`src/rtl/rv_pkg.sv`:
```
// rtl/rv_pkg.sv - shared opcodes, PHT counter encodings and predictor FSM states
package rv_pkg;

    localparam logic [6:0] OP_B   = 7'b1100011;
    localparam logic [6:0] OP_JAL = 7'b1101111;
    localparam logic [6:0] OP_LW  = 7'b0000011;
    localparam logic [6:0] OP_SW  = 7'b0100011;
    localparam logic [6:0] OP_REG = 7'b0110011;

    typedef enum logic [1:0] {
        SN = 2'b00,
        WN = 2'b01,
        WT = 2'b10,
        ST = 2'b11
    } pht_state_e;

    typedef enum logic {
        RUN     = 1'b0,
        RECOVER = 1'b1
    } fsm_state_e;

    // Saturating 2-bit counter step toward the resolved outcome.
    function automatic logic [1:0] pht_next(input logic [1:0] cur, input logic taken);
        if (taken) begin
            return (cur == ST) ? cur : cur + 2'd1;
        end
        return (cur == SN) ? cur : cur - 2'd1;
    endfunction

endpackage

```
`src/rtl/pht_2bit.sv`:
```
// rtl/pht_2bit.sv - 2-bit pattern history table, async read, one sync update port
module pht_2bit
    import rv_pkg::*;
#(
    parameter int IDX_W = 6
) (
    input  logic             clk,
    input  logic             rst_n,
    input  logic [IDX_W-1:0] rd_idx_i,
    output logic [1:0]       rd_cnt_o,
    input  logic             upd_en_i,
    input  logic [IDX_W-1:0] upd_idx_i,
    input  logic             upd_taken_i
);

    logic [1:0] pht_q [2**IDX_W];

    always_ff @(posedge clk or negedge rst_n) begin
        if (!rst_n) begin
            for (int i = 0; i < 2**IDX_W; i++) begin
                pht_q[i] <= WN;
            end
        end else if (upd_en_i) begin
            pht_q[upd_idx_i] <= pht_next(pht_q[upd_idx_i], upd_taken_i);
        end
    end

    // Read sees the stored value, so a same-cycle update is not forwarded.
    assign rd_cnt_o = pht_q[rd_idx_i];

endmodule

```
`src/rtl/branch_pred_ctrl.sv`:
```
// rtl/branch_pred_ctrl.sv - ID-stage branch predictor with EX-resolved redirect and recovery FSM
module branch_pred_ctrl
    import rv_pkg::*;
#(
    parameter int PHT_IDX_W   = 6,
    parameter int RECOVER_CYC = 2,
    parameter int CNT_W       = 16
) (
    input  logic             clk,
    input  logic             rst_n,
    input  logic             stall,
    input  logic             id_valid,
    input  logic [31:0]      id_pc,
    input  logic [31:0]      id_ir,
    input  logic [31:0]      id_imm,
    input  logic             ex_valid,
    input  logic             ex_is_branch,
    input  logic [31:0]      ex_pc,
    input  logic             ex_taken,
    input  logic             ex_pred_taken,
    input  logic [31:0]      ex_target,
    output logic             pred_taken,
    output logic [31:0]      pred_target,
    output logic             redirect_valid,
    output logic [31:0]      redirect_pc,
    output logic             flush_if_id,
    output logic             flush_id_ex,
    output logic [CNT_W-1:0] br_count,
    output logic [CNT_W-1:0] mispred_count
);

    localparam int RC_W = (RECOVER_CYC > 1) ? $clog2(RECOVER_CYC) : 1;
    localparam logic [RC_W-1:0] RC_LOAD = RC_W'(RECOVER_CYC - 1);

    fsm_state_e       state_q, state_d;
    logic [RC_W-1:0]  rc_cnt_q, rc_cnt_d;
    logic             redirect_valid_q, redirect_valid_d;
    logic [31:0]      redirect_pc_q, redirect_pc_d;
    logic [CNT_W-1:0] br_count_q, br_count_d;
    logic [CNT_W-1:0] mispred_count_q, mispred_count_d;

    logic       ex_resolve;
    logic       mispredict;
    logic [1:0] id_cnt;
    logic       pred_raw;
    logic       unused_ir;

    assign ex_resolve = ex_valid & ex_is_branch & ~stall;
    assign mispredict = ex_resolve & (ex_taken != ex_pred_taken);
    assign unused_ir  = ^id_ir[31:7];

    pht_2bit #(
        .IDX_W(PHT_IDX_W)
    ) u_pht (
        .clk         (clk),
        .rst_n       (rst_n),
        .rd_idx_i    (id_pc[PHT_IDX_W+1:2]),
        .rd_cnt_o    (id_cnt),
        .upd_en_i    (ex_resolve),
        .upd_idx_i   (ex_pc[PHT_IDX_W+1:2]),
        .upd_taken_i (ex_taken)
    );

    always_comb begin
        pred_raw = 1'b0;
        case (id_ir[6:0])
            OP_JAL:                 pred_raw = 1'b1;
            OP_B:                   pred_raw = id_cnt[1];
            OP_LW, OP_SW, OP_REG:   pred_raw = 1'b0;
            default:                pred_raw = 1'b0;
        endcase
    end

    // rst_n gate keeps a JAL in ID from predicting while the block is held in reset.
    assign pred_taken  = rst_n & id_valid & (state_q == RUN) & pred_raw;
    assign pred_target = id_pc + id_imm;

    always_comb begin
        state_d          = state_q;
        rc_cnt_d         = rc_cnt_q;
        redirect_valid_d = redirect_valid_q;
        redirect_pc_d    = redirect_pc_q;
        br_count_d       = br_count_q;
        mispred_count_d  = mispred_count_q;
        if (!stall) begin
            redirect_valid_d = mispredict;
            if (mispredict) begin
                redirect_pc_d = ex_taken ? ex_target : ex_pc + 32'd4;
                state_d       = RECOVER;
                rc_cnt_d      = RC_LOAD;
            end else if (state_q == RECOVER) begin
                if (rc_cnt_q == '0) begin
                    state_d = RUN;
                end else begin
                    rc_cnt_d = rc_cnt_q - RC_W'(1);
                end
            end
            if (ex_resolve && br_count_q != '1) begin
                br_count_d = br_count_q + CNT_W'(1);
            end
            if (mispredict && mispred_count_q != '1) begin
                mispred_count_d = mispred_count_q + CNT_W'(1);
            end
        end
    end

    always_ff @(posedge clk or negedge rst_n) begin
        if (!rst_n) begin
            state_q          <= RUN;
            rc_cnt_q         <= '0;
            redirect_valid_q <= 1'b0;
            redirect_pc_q    <= '0;
            br_count_q       <= '0;
            mispred_count_q  <= '0;
        end else begin
            state_q          <= state_d;
            rc_cnt_q         <= rc_cnt_d;
            redirect_valid_q <= redirect_valid_d;
            redirect_pc_q    <= redirect_pc_d;
            br_count_q       <= br_count_d;
            mispred_count_q  <= mispred_count_d;
        end
    end

    assign redirect_valid = redirect_valid_q;
    assign flush_if_id    = redirect_valid_q;
    assign flush_id_ex    = redirect_valid_q;
    assign redirect_pc    = redirect_pc_q;
    assign br_count       = br_count_q;
    assign mispred_count  = mispred_count_q;

endmodule

```
`config.mk`:
```
export PLATFORM = sky130hd
export DESIGN_NAME = branch_pred_ctrl
export DESIGN_NICKNAME = d
export VERILOG_FILES = /design/src/rtl/rv_pkg.sv /design/src/rtl/pht_2bit.sv /design/src/rtl/branch_pred_ctrl.sv
export SDC_FILE = /design/constraint.sdc
export NUM_CORES = 1
export LEC_CHECK = 0
export ABC_AREA = 0
export CAP_MARGIN = 20
export CORE_ASPECT_RATIO = 1.5
export CORE_MARGIN = 8
export CORE_UTILIZATION = 51
export DETAILED_ROUTE_END_ITERATION = 16
export PLACE_DENSITY = 0.81
export SLEW_MARGIN = 20
export SYNTH_ARGS = -nofsm -noshare
export SYNTH_HDL_FRONTEND = slang
export SYNTH_SLANG_ARGS = --single-unit
```
`constraint.sdc`:
```
create_clock -name clk -period 7 [get_ports clk]
set_input_delay 2.1 -clock clk [delete_from_list [all_inputs] [get_ports clk]]
set_output_delay 2.1 -clock clk [all_outputs]
set_load 0.02 [all_outputs]
```
# Word-level counts from Yosys, hierarchy flattened
# Cells that the tools add are included.
[word_totals] register_bits=195 inputBits=168 word_cells=129
[op_classes] n_addsub=7 magnitude_cmp=3 eq_ne=6 n_mux=24 bitwise_logic=10 reduce_logical=9
[ops] cell="128-bit bitwise mux" count=1
[ops] cell="16-bit by 1-bit adder with 16-bit output (second input constant)" count=2
[ops] cell="32-bit by 3-bit adder with 32-bit output (second input constant)" count=1
[ops] cell="32-bit adder" count=1
[ops] cell="32-bit two-way mux" count=1
[ops] cell="16-bit inequality test (second input constant)" count=2
[ops] cell="2-bit binary-select mux with 6-bit select" count=2
[ops] cell="2-bit two-way mux" count=10
[ops] cell="7-bit equality test (second input constant)" count=2
[ops] cell="7-bit >= comparator (second input constant)" count=2
[ops] cell="6-bit NOT with 7-bit output" count=2
[ops] cell="2-bit demux with 6-bit select" count=1
[ops] cell="1-bit two-way mux" count=8
[ops] cell="2-bit AND reduction" count=4
[ops] cell="7-bit by 1-bit less-than comparator with 1-bit output (second input constant)" count=1
[ops] cell="1-bit bitwise AND" count=6
[ops] cell="1-bit logical AND" count=3
[ops] cell="2-bit by 1-bit adder with 2-bit output (second input constant)" count=1
[ops] cell="2-bit equality test (second input constant)" count=1
[ops] cell="2-bit zero test" count=1
[ops] cell="1-bit NOT" count=2
[ops] cell="1-bit case mux with 2 select lines" count=1
[ops] cell="2-bit nonzero test" count=1
[ops] cell="2-bit by 1-bit subtractor with 2-bit output (second input constant)" count=1
[ops] cell="2 further kinds" count=2

# Longest topological paths before layout
# Gate-level depths: netlist of run 1.
[logic_depth] ltp_word=10 depth_mapped=14 depth_no_buf=11

# Hierarchy
# Synthesis of run 1 repeated with hierarchy kept, for this count alone.
[hier_totals] cells_unflattened=1304 hier_area_um2=12371.9
[by_module_without_submodules] module="pht_2bit" instances=1 cells_per_inst=673 area_each_um2=7085.5 seq_area_each_um2=3283.1
[by_module_without_submodules] module="branch_pred_ctrl" instances=1 cells_per_inst=631 area_each_um2=5286.3 seq_area_each_um2=1676.6

# Least setup slack after synthesis of run 1
# No wires, ideal clock.
[synth_path] kind="input to output" startpoint="input port id_pc[0]" endpoint="output port pred_target[30]" t_arrival_ns=4.729 t_required_ns=4.900 setup_slack_ns=0.171 stages=11 n_path_buf=0 path_cell_list="ha_1 fa_1 a21o_1 a221oi_2 o211ai_1 a2111oi_2 nor2_1 a21oi_2 o21ai_1 a211o_1 a21oi_1"
[synth_between] elab_chain_len=1
[synth_lines] element="from (decl)" line_no="branch_pred_ctrl.sv:13" source="input logic [31:0] id_pc,"
[synth_lines] element="32-bit adder" line_no="branch_pred_ctrl.sv:76" source="assign pred_target = id_pc + id_imm;"
[synth_lines] element="to (decl)" line_no="branch_pred_ctrl.sv:23" source="output logic [31:0] pred_target,"
# Every way passes these cells.

# Final worst setup path of run 1
# Ends and elaborated chain as after synthesis.

==> impl_results.md, run 1 <==
- Sequential share of power: 40.4%
- Layout cell share with drive strength beyond 1: 18.29%
- Net Count, Synth: 1470
- Post-synth EDFFs: 0
- Filler cells: 1609
- Buf+Inv Stages, Crit Path: 2
- Placed Area: 0.01459 sq mm
- Final setup fails: 0
- Average size of a mapped cell: 9.101 sq um
- Slowest stage delay, CP: 0.37 ns
- Total number of vias: 11150
- Power density cells: 210.6 mW/mm^2
- DP Cell Count: 1803
- DRC viols: 0
- Clock Sinks: 195
- H-tree Lvls: 4
- Register Area: 0.004960 sq mm
- Starting density of the core: 51.71%
- Hold Path Origin: u_pht.pht_q[100]
- Max cap viols: 0
- Vias per cell: 6.040
- Reg-to-Reg Start: u_pht.pht_q[24]
- Worst Path Required: 4.90 ns
- Worst Skew: 0.01076 ns
- Worst-margin pin slew: 1.168 ns
- Crit path capture type: output pin
- Setup TNS: 0 ns
- Top-area cell type share of the netlist area: 28.43%
- ANT nets after route: 0
- Max-slew violation count: 0
- Top post-synthesis cells by area: dfrtp_1 28%, dfstp_2 15%, nand2_1 9.7%
- Post-synth top area cell: dfrtp_1
- First-pass GRT wire length: 61.87 mm
- Power Total: 3.283 mW
- Async set-reset flop share out of synthesis: 100.0%
- Dpl hpwl: 29.78 mm
- Clk_lat worst skew: 0.45 ns
- Worst Slack Setup Final: 0.05252 ns
- Final wirelength: 40.19 mm
- WL per Instance: 21.77 um
- Peak supply drop: 0.0001929 V
- Initial antenna violation count: 2
- Critical path, cell by cell: buf_6 > ha_4 > fa_2 > a21o_1 > a221oi_4 > o211ai_1 > a2111oi_2 > nor2_2 > a21oi_2 > o21ai_2 > a211o_1 > a21oi_2 > buf_6
- Type of the tightest min-delay check: reg2reg
- Vias in the first global route: 11160
- Clock share of power: 29.1%
- Tcrit/Tclk final: 99.25%
- I/O Pins: 268
- Post-route insts no fill: 1846
- Psw: 1.075 mW
- Final estimated routing congestion in global placement: 0.9508
- Cell Int Power: 2.207 mW
- Data arrival time of the worst path: 4.85 ns
- Sequential fraction of the synthesis area: 43.01%
- NumNets Final: 1759
- GRT Overall Usage: 28.41%
- Layout area overhead: 35.18%
- Critical path class: in2out
- Syn. warnings: 0
- Final hold violation count: 0
- Clock Tree Buf Depth: 2
- Cell area after layout: 0.01559 sq mm
- Worst-path clk slew: 0.07 ns
- CTS root buf: clkbuf_16
- Placement Setup Slack: -0.9671 ns
- Die footprint: 0.02778 sq mm
- TritonCTS clock tree: yes
- Largest net degree at the start of global routing: 68
- CP Launch Type: input port
- Drt pass-1 iters: 6
- Main synth FF type: dfrtp_1
- Synth Register Bits: 195
- Synthesized area: 0.01153 sq mm
- Outcome: finished, final reports clean
- Drt first-iter violations: 999
- Chip width: 138.8 um
- Worst setup path startpoint: id_pc[0]
- Max Clk Rate: 143.9 MHz
- Core ar.: 0.02230 sq mm
- Crit-path leading delay family: compound AO/OA/AOI/OAI gates
- Mapped Cells: 1267
- Combinational share of power: 30.4%
- Die extent in y: 200.2 um
- Slowest-stage cell, CP: a2111oi_2
- RSZ-0062 raised after global routing: true
- Row cnt: 67
- Switching share of power: 32.75%
- Multi-input logic area: 0.006505 sq mm
- Buffers on Ports: 242
- Crit path max fanout: 3
- Max-slew headroom: 21.88%
- Post-synth cell types: 71
- Minimum clock period after layout: 6.947 ns
- Num CTS Buffers: 17
- GRT overflow: 0
- Leakage power: 6.444 nW
[registers in the layout (all words and copies together) (netlist names)]
name,count
redirect_pc,32
state_q,1
rc_cnt_q,1
mispred_count,16
u_pht.pht_q,128
flush_id_ex,1
br_count,16
[cell type report]
type                    count  area share (%)
clock inverters            13          0.8107
repair buffers            331           20.41
inverters                   9          0.2167
well taps                 276           2.215
clock buffers              19           2.777
flip-flops and latches    195           31.82
multi-input cells        1002           41.73
diodes                      1         0.01605
[worst min-delay path, stage by stage, from the launching register on]
cell and delay [ns]:
dfstp_2 0.37, nand2_1 0.04, o21ai_1 0.05
[path summary, 6_finish.rpt]
path	depth (start not counted)	to	slack, ns
max	13	pred_target[30]	0.05
min	2	u_pht.pht_q[100]	0.46
max reg2reg	10	u_pht.pht_q[69]	4.20
min reg2reg	2	u_pht.pht_q[100]	0.46
max in group asynchronous	3	u_pht.pht_q[92]	3.88
min in group asynchronous	1	redirect_pc[20]	1.56
[routing by layer]
metal | GRT usage, % | wire (um) | up-vias
met5 | 0 | 0 | -
met4 | 19.56 | 2762 | 0
met3 | 7.403 | 3161 | 176
met2 | 49.21 | 19900 | 568
met1 | 29.72 | 14370 | 5306
li1 | - | - | 5100
[cells in the final DEF, fill, tap and decap left out, drive strengths merged, types with 7 or more instances in the layout]
cell	Yosys	routed
nor3	13	13
mux2i	28	28
dfstp	64	64
a22oi	13	13
dlymetal6s2s	0	8
nand4	23	23
dfrtp	131	131
a221oi	13	13
xor2	36	36
and3	10	10
a21oi	73	73
a21o	14	14
nand2	297	297
dlygate4sd2	0	7
inv	9	15
nor2b	7	7
o22ai	7	7
buf	44	97
clkdlybuf4s50	0	204
o21ai	192	192
ha	34	34
nand3	18	18
clkbuf	17	28
xnor2	48	48
and4	7	7
nor2	68	68
mux4	23	23
[synthesized netlist by cell type, types with 22 or more instances]
cell     instances
dfrtp_1        131
mux4_2          23
xnor2_1         48
nand4_1         22
ha_1            34
o21ai_1         66
xor2_1          36
dfstp_2         64
nor2_1          66
nand2_1        297
o21ai_0        126
a21oi_1         72
mux2i_1         28
[through the flow]
step / hold WS (ns) / utilization (%)
global route: 0.4788 / 69.89
finish: 0.4629 / 69.90
detailed placement: 0.4545 / 65.42
CTS: 0.4646 / 69.00
global placement: 0.4466 / 65.42
floorplan: 0.4411 / -
[kinds of logic (layout without fill, tap and decap cells)]
family | Yosys count | count (layout) | share of synthesized area, %
compound gates | 354 | 354 | 17.80
xor+xnor | 84 | 84 | 6.380
fa+ha+maj | 37 | 37 | 4.058
buf+inv | 70 | 372 | 3.353
flops | 195 | 195 | 43.01
mux | 57 | 57 | 7.509
other cells | 0 | 1 | 0
simple gates | 470 | 470 | 17.89
[power by group through the flow]
stage	sequential, mW	combinational [mW]	clock [mW]
finish	1.33	0.999	0.956
global route	1.34	1.07	1.02
CTS	1.32	0.974	0.965
detailed placement	1.34	0.950	0
global placement	1.34	0.931	0
floorplan	1.40	0.384	0
[what timing repair did]
item,4_1_cts,5_1_grt
setup endpoints to repair,21,17
setup buffers,4,4
cloned,2,0
gates resized for setup,79,54
hold buffers,0,0
pin swaps,23,26
No activity file was read; power rests on OpenSTA's default activity.
==> inputs of run 2 (changes only) <==
Clock period 7 ns to 7.35 ns, I/O delays scaled along.
==> run 2 against run 1 <==
Against the previous run:
- final area decreased by 1.7%
- critical path depth decreased by 3
- wire length decreased by 2.7%
- via count decreased by 1.3%
- clock-buffer cell count increased by 3
- critical path type unchanged
- critical endpoint is now pred_taken
- largest cell class unchanged
==> impl_results.md, run 2 (synthesized netlist as in run 1, its figures left out) <==
- Cell mode on critical path: mux4_2
- Drt first-iter violations: 909
- Outcome: finished, final reports clean
- Register Area: 0.004960 sq mm
- Data arrival time of the worst path: 5.09 ns
- Vias in the first global route: 10980
- Crit path capture type: output pin
- Clock Sinks: 195
- Power density cells: 206.6 mW/mm^2
- Buffers on Ports: 242
- Multi-input logic area: 0.006371 sq mm
- Clk_lat worst skew: 0.45 ns
- I/O Pins: 268
- Worst Skew: 0.01034 ns
- GRT overflow: 0
- Most common cell after layout, fill and taps aside: nand2_1
- Max cap viols: 0
- Leakage power: 6.306 nW
- Routed wl met2: 19.65 mm
- Filler cells: 1677
- Minimum clock period after layout: 7.295 ns
- Crit path max fanout: 10
- Total number of vias: 11000
- Met3 WL post-DR: 2.938 mm
- Highest metal used: met5
- Core ar.: 0.02230 sq mm
- WL per Instance: 21.33 um
- Highest-count cells in the layout ignoring fill and taps: 296 x nand2_1, 210 x clkdlybuf4s50_1, 131 x dfrtp_1
- Fin Hold WS: 0.4623 ns
- Drt pass-1 iters: 8
- Chip width: 138.8 um
- GRT Overall Usage: 27.63%
- Placed Area: 0.01451 sq mm
- Die extent in y: 200.2 um
- Starting density of the core: 51.71%
- Layout cell share with drive strength beyond 1: 16.46%
- Peak supply drop: 0.0001706 V
- TritonCTS clock tree: yes
- Dpl hpwl: 29.20 mm
- ANT nets after route: 0
- Max-slew headroom: 21.75%
- Max Clk Rate: 137.1 MHz
- CTS root buf: clkbuf_16
- Max-slew violation count: 0
- Hold-fix buffers, CTS: 0
- Max reg flops: 128
- H-tree Lvls: 4
- RSZ-0062 raised after global routing: false
- Final hold violation count: 0
- Type of the tightest min-delay check: reg2reg
- DP Cell Count: 1795
- Num CTS Buffers: 17
- Vias per cell: 6.003
- Cell area after layout: 0.01531 sq mm
- Worst-margin pin slew: 1.167 ns
- Setup slack, reg-to-reg: 4.35 ns
- Largest net degree at the start of global routing: 74
- NumNets Final: 1745
- Final estimated routing congestion in global placement: 0.9588
- Tcrit/Tclk final: 99.26%
- Slowest stage delay, CP: 0.55 ns
- Slowest-stage cell, CP: mux4_2
- Post-route insts no fill: 1833
- Critical path, cell by cell: clkdlybuf4s15_1 > buf_4 > buf_12 > mux4_2 > mux4_2 > mux4_2 > nor3b_1 > a21oi_2 > nor3_1 > clkdlybuf4s15_2
- Layout area overhead: 32.81%
- Row cnt: 67
- Critical path class: in2out
- Largest register by flop count: u_pht.pht_q
- Initial antenna violation count: 2
- CP Launch Type: input port
- M1 WL: 14.04 mm
- First-pass GRT wire length: 60.33 mm
- Final wirelength: 39.09 mm
- Worst Path Required: 5.14 ns
- Buf+Inv Stages, Crit Path: 4
- Crit-path leading delay family: multiplexers
- Die footprint: 0.02778 sq mm
- DRC viols: 0
- Worst-path clk slew: 0.07 ns
- Final setup fails: 0
- Clock Tree Buf Depth: 2
-- run 2: routing by layer --
layer / up-vias / GRT usage [%]
met5: - / 0
met4: 2 / 16.65
met3: 150 / 5.570
met2: 584 / 49.38
met1: 5210 / 29.52
li1: 5058 / -
-- run 2: final cells by class --
cell class                      count  share of cell area, %
Sequential cell                   195                  32.39
Tap cell                          276                  2.255
Inverter                            9                 0.2206
Clock buffer                       22                  3.105
Multi-Input combinational cell   1002                  41.60
Clock inverter                     10                 0.9477
Timing Repair Buffer              317                  19.45
Antenna cell                        2                0.03268
-- run 2: where the power goes --
part           leakage (nW)  switching [mW]  internal (mW)
clock network         0.302           0.421          0.569
registers              2.43          0.0799           1.18
logic                  3.57           0.493          0.417
total                  6.31           0.995           2.17
-- run 2: path summary, 6_finish.rpt --
path                       depth (start not counted)              from          endpoint
max                                               10          id_pc[2]        pred_taken
max reg2reg                                        8  u_pht.pht_q[105]   u_pht.pht_q[44]
max in group asynchronous                          3             rst_n    u_pht.pht_q[7]
min in group asynchronous                          1             rst_n   redirect_pc[20]
min reg2reg                                        2  u_pht.pht_q[118]  u_pht.pht_q[118]
min                                                2  u_pht.pht_q[118]  u_pht.pht_q[118]
-- run 2: through the flow --
| stage | total power, mW | TNS, ns | setup slack (ns) | utilization [%] |
|---|---|---|---|---|
| 4_1_cts | 3.159 | 0 | 0.002462 | 68.29 |
| 3_3_place_gp | 2.150 | -6.356 | -0.7650 | 65.04 |
| 2_1_floorplan | 1.702 | 0 | 0.3112 | - |
| 5_1_grt | 3.282 | 0 | 0.004703 | 68.67 |
| 6_report | 3.163 | 0 | 0.05452 | 68.68 |
| 3_5_place_dp | 2.170 | -7.348 | -0.8699 | 65.09 |
-- run 2: repair_timing --
item,4_1_cts,5_1_grt
resized for setup,62,18
setup endpoints to repair,19,15
endpoints found under the hold margin,0,0
cloned,0,0
pin swaps,18,15
setup buffers,4,0
-- run 2: worst min-delay path: cells and delay by family (launching register included) --
kind,cells,cell delay (ns)
flip-flops,1,0.37
AND/OR/NAND/NOR,1,0.04
AO/OA/AOI/OAI,1,0.05
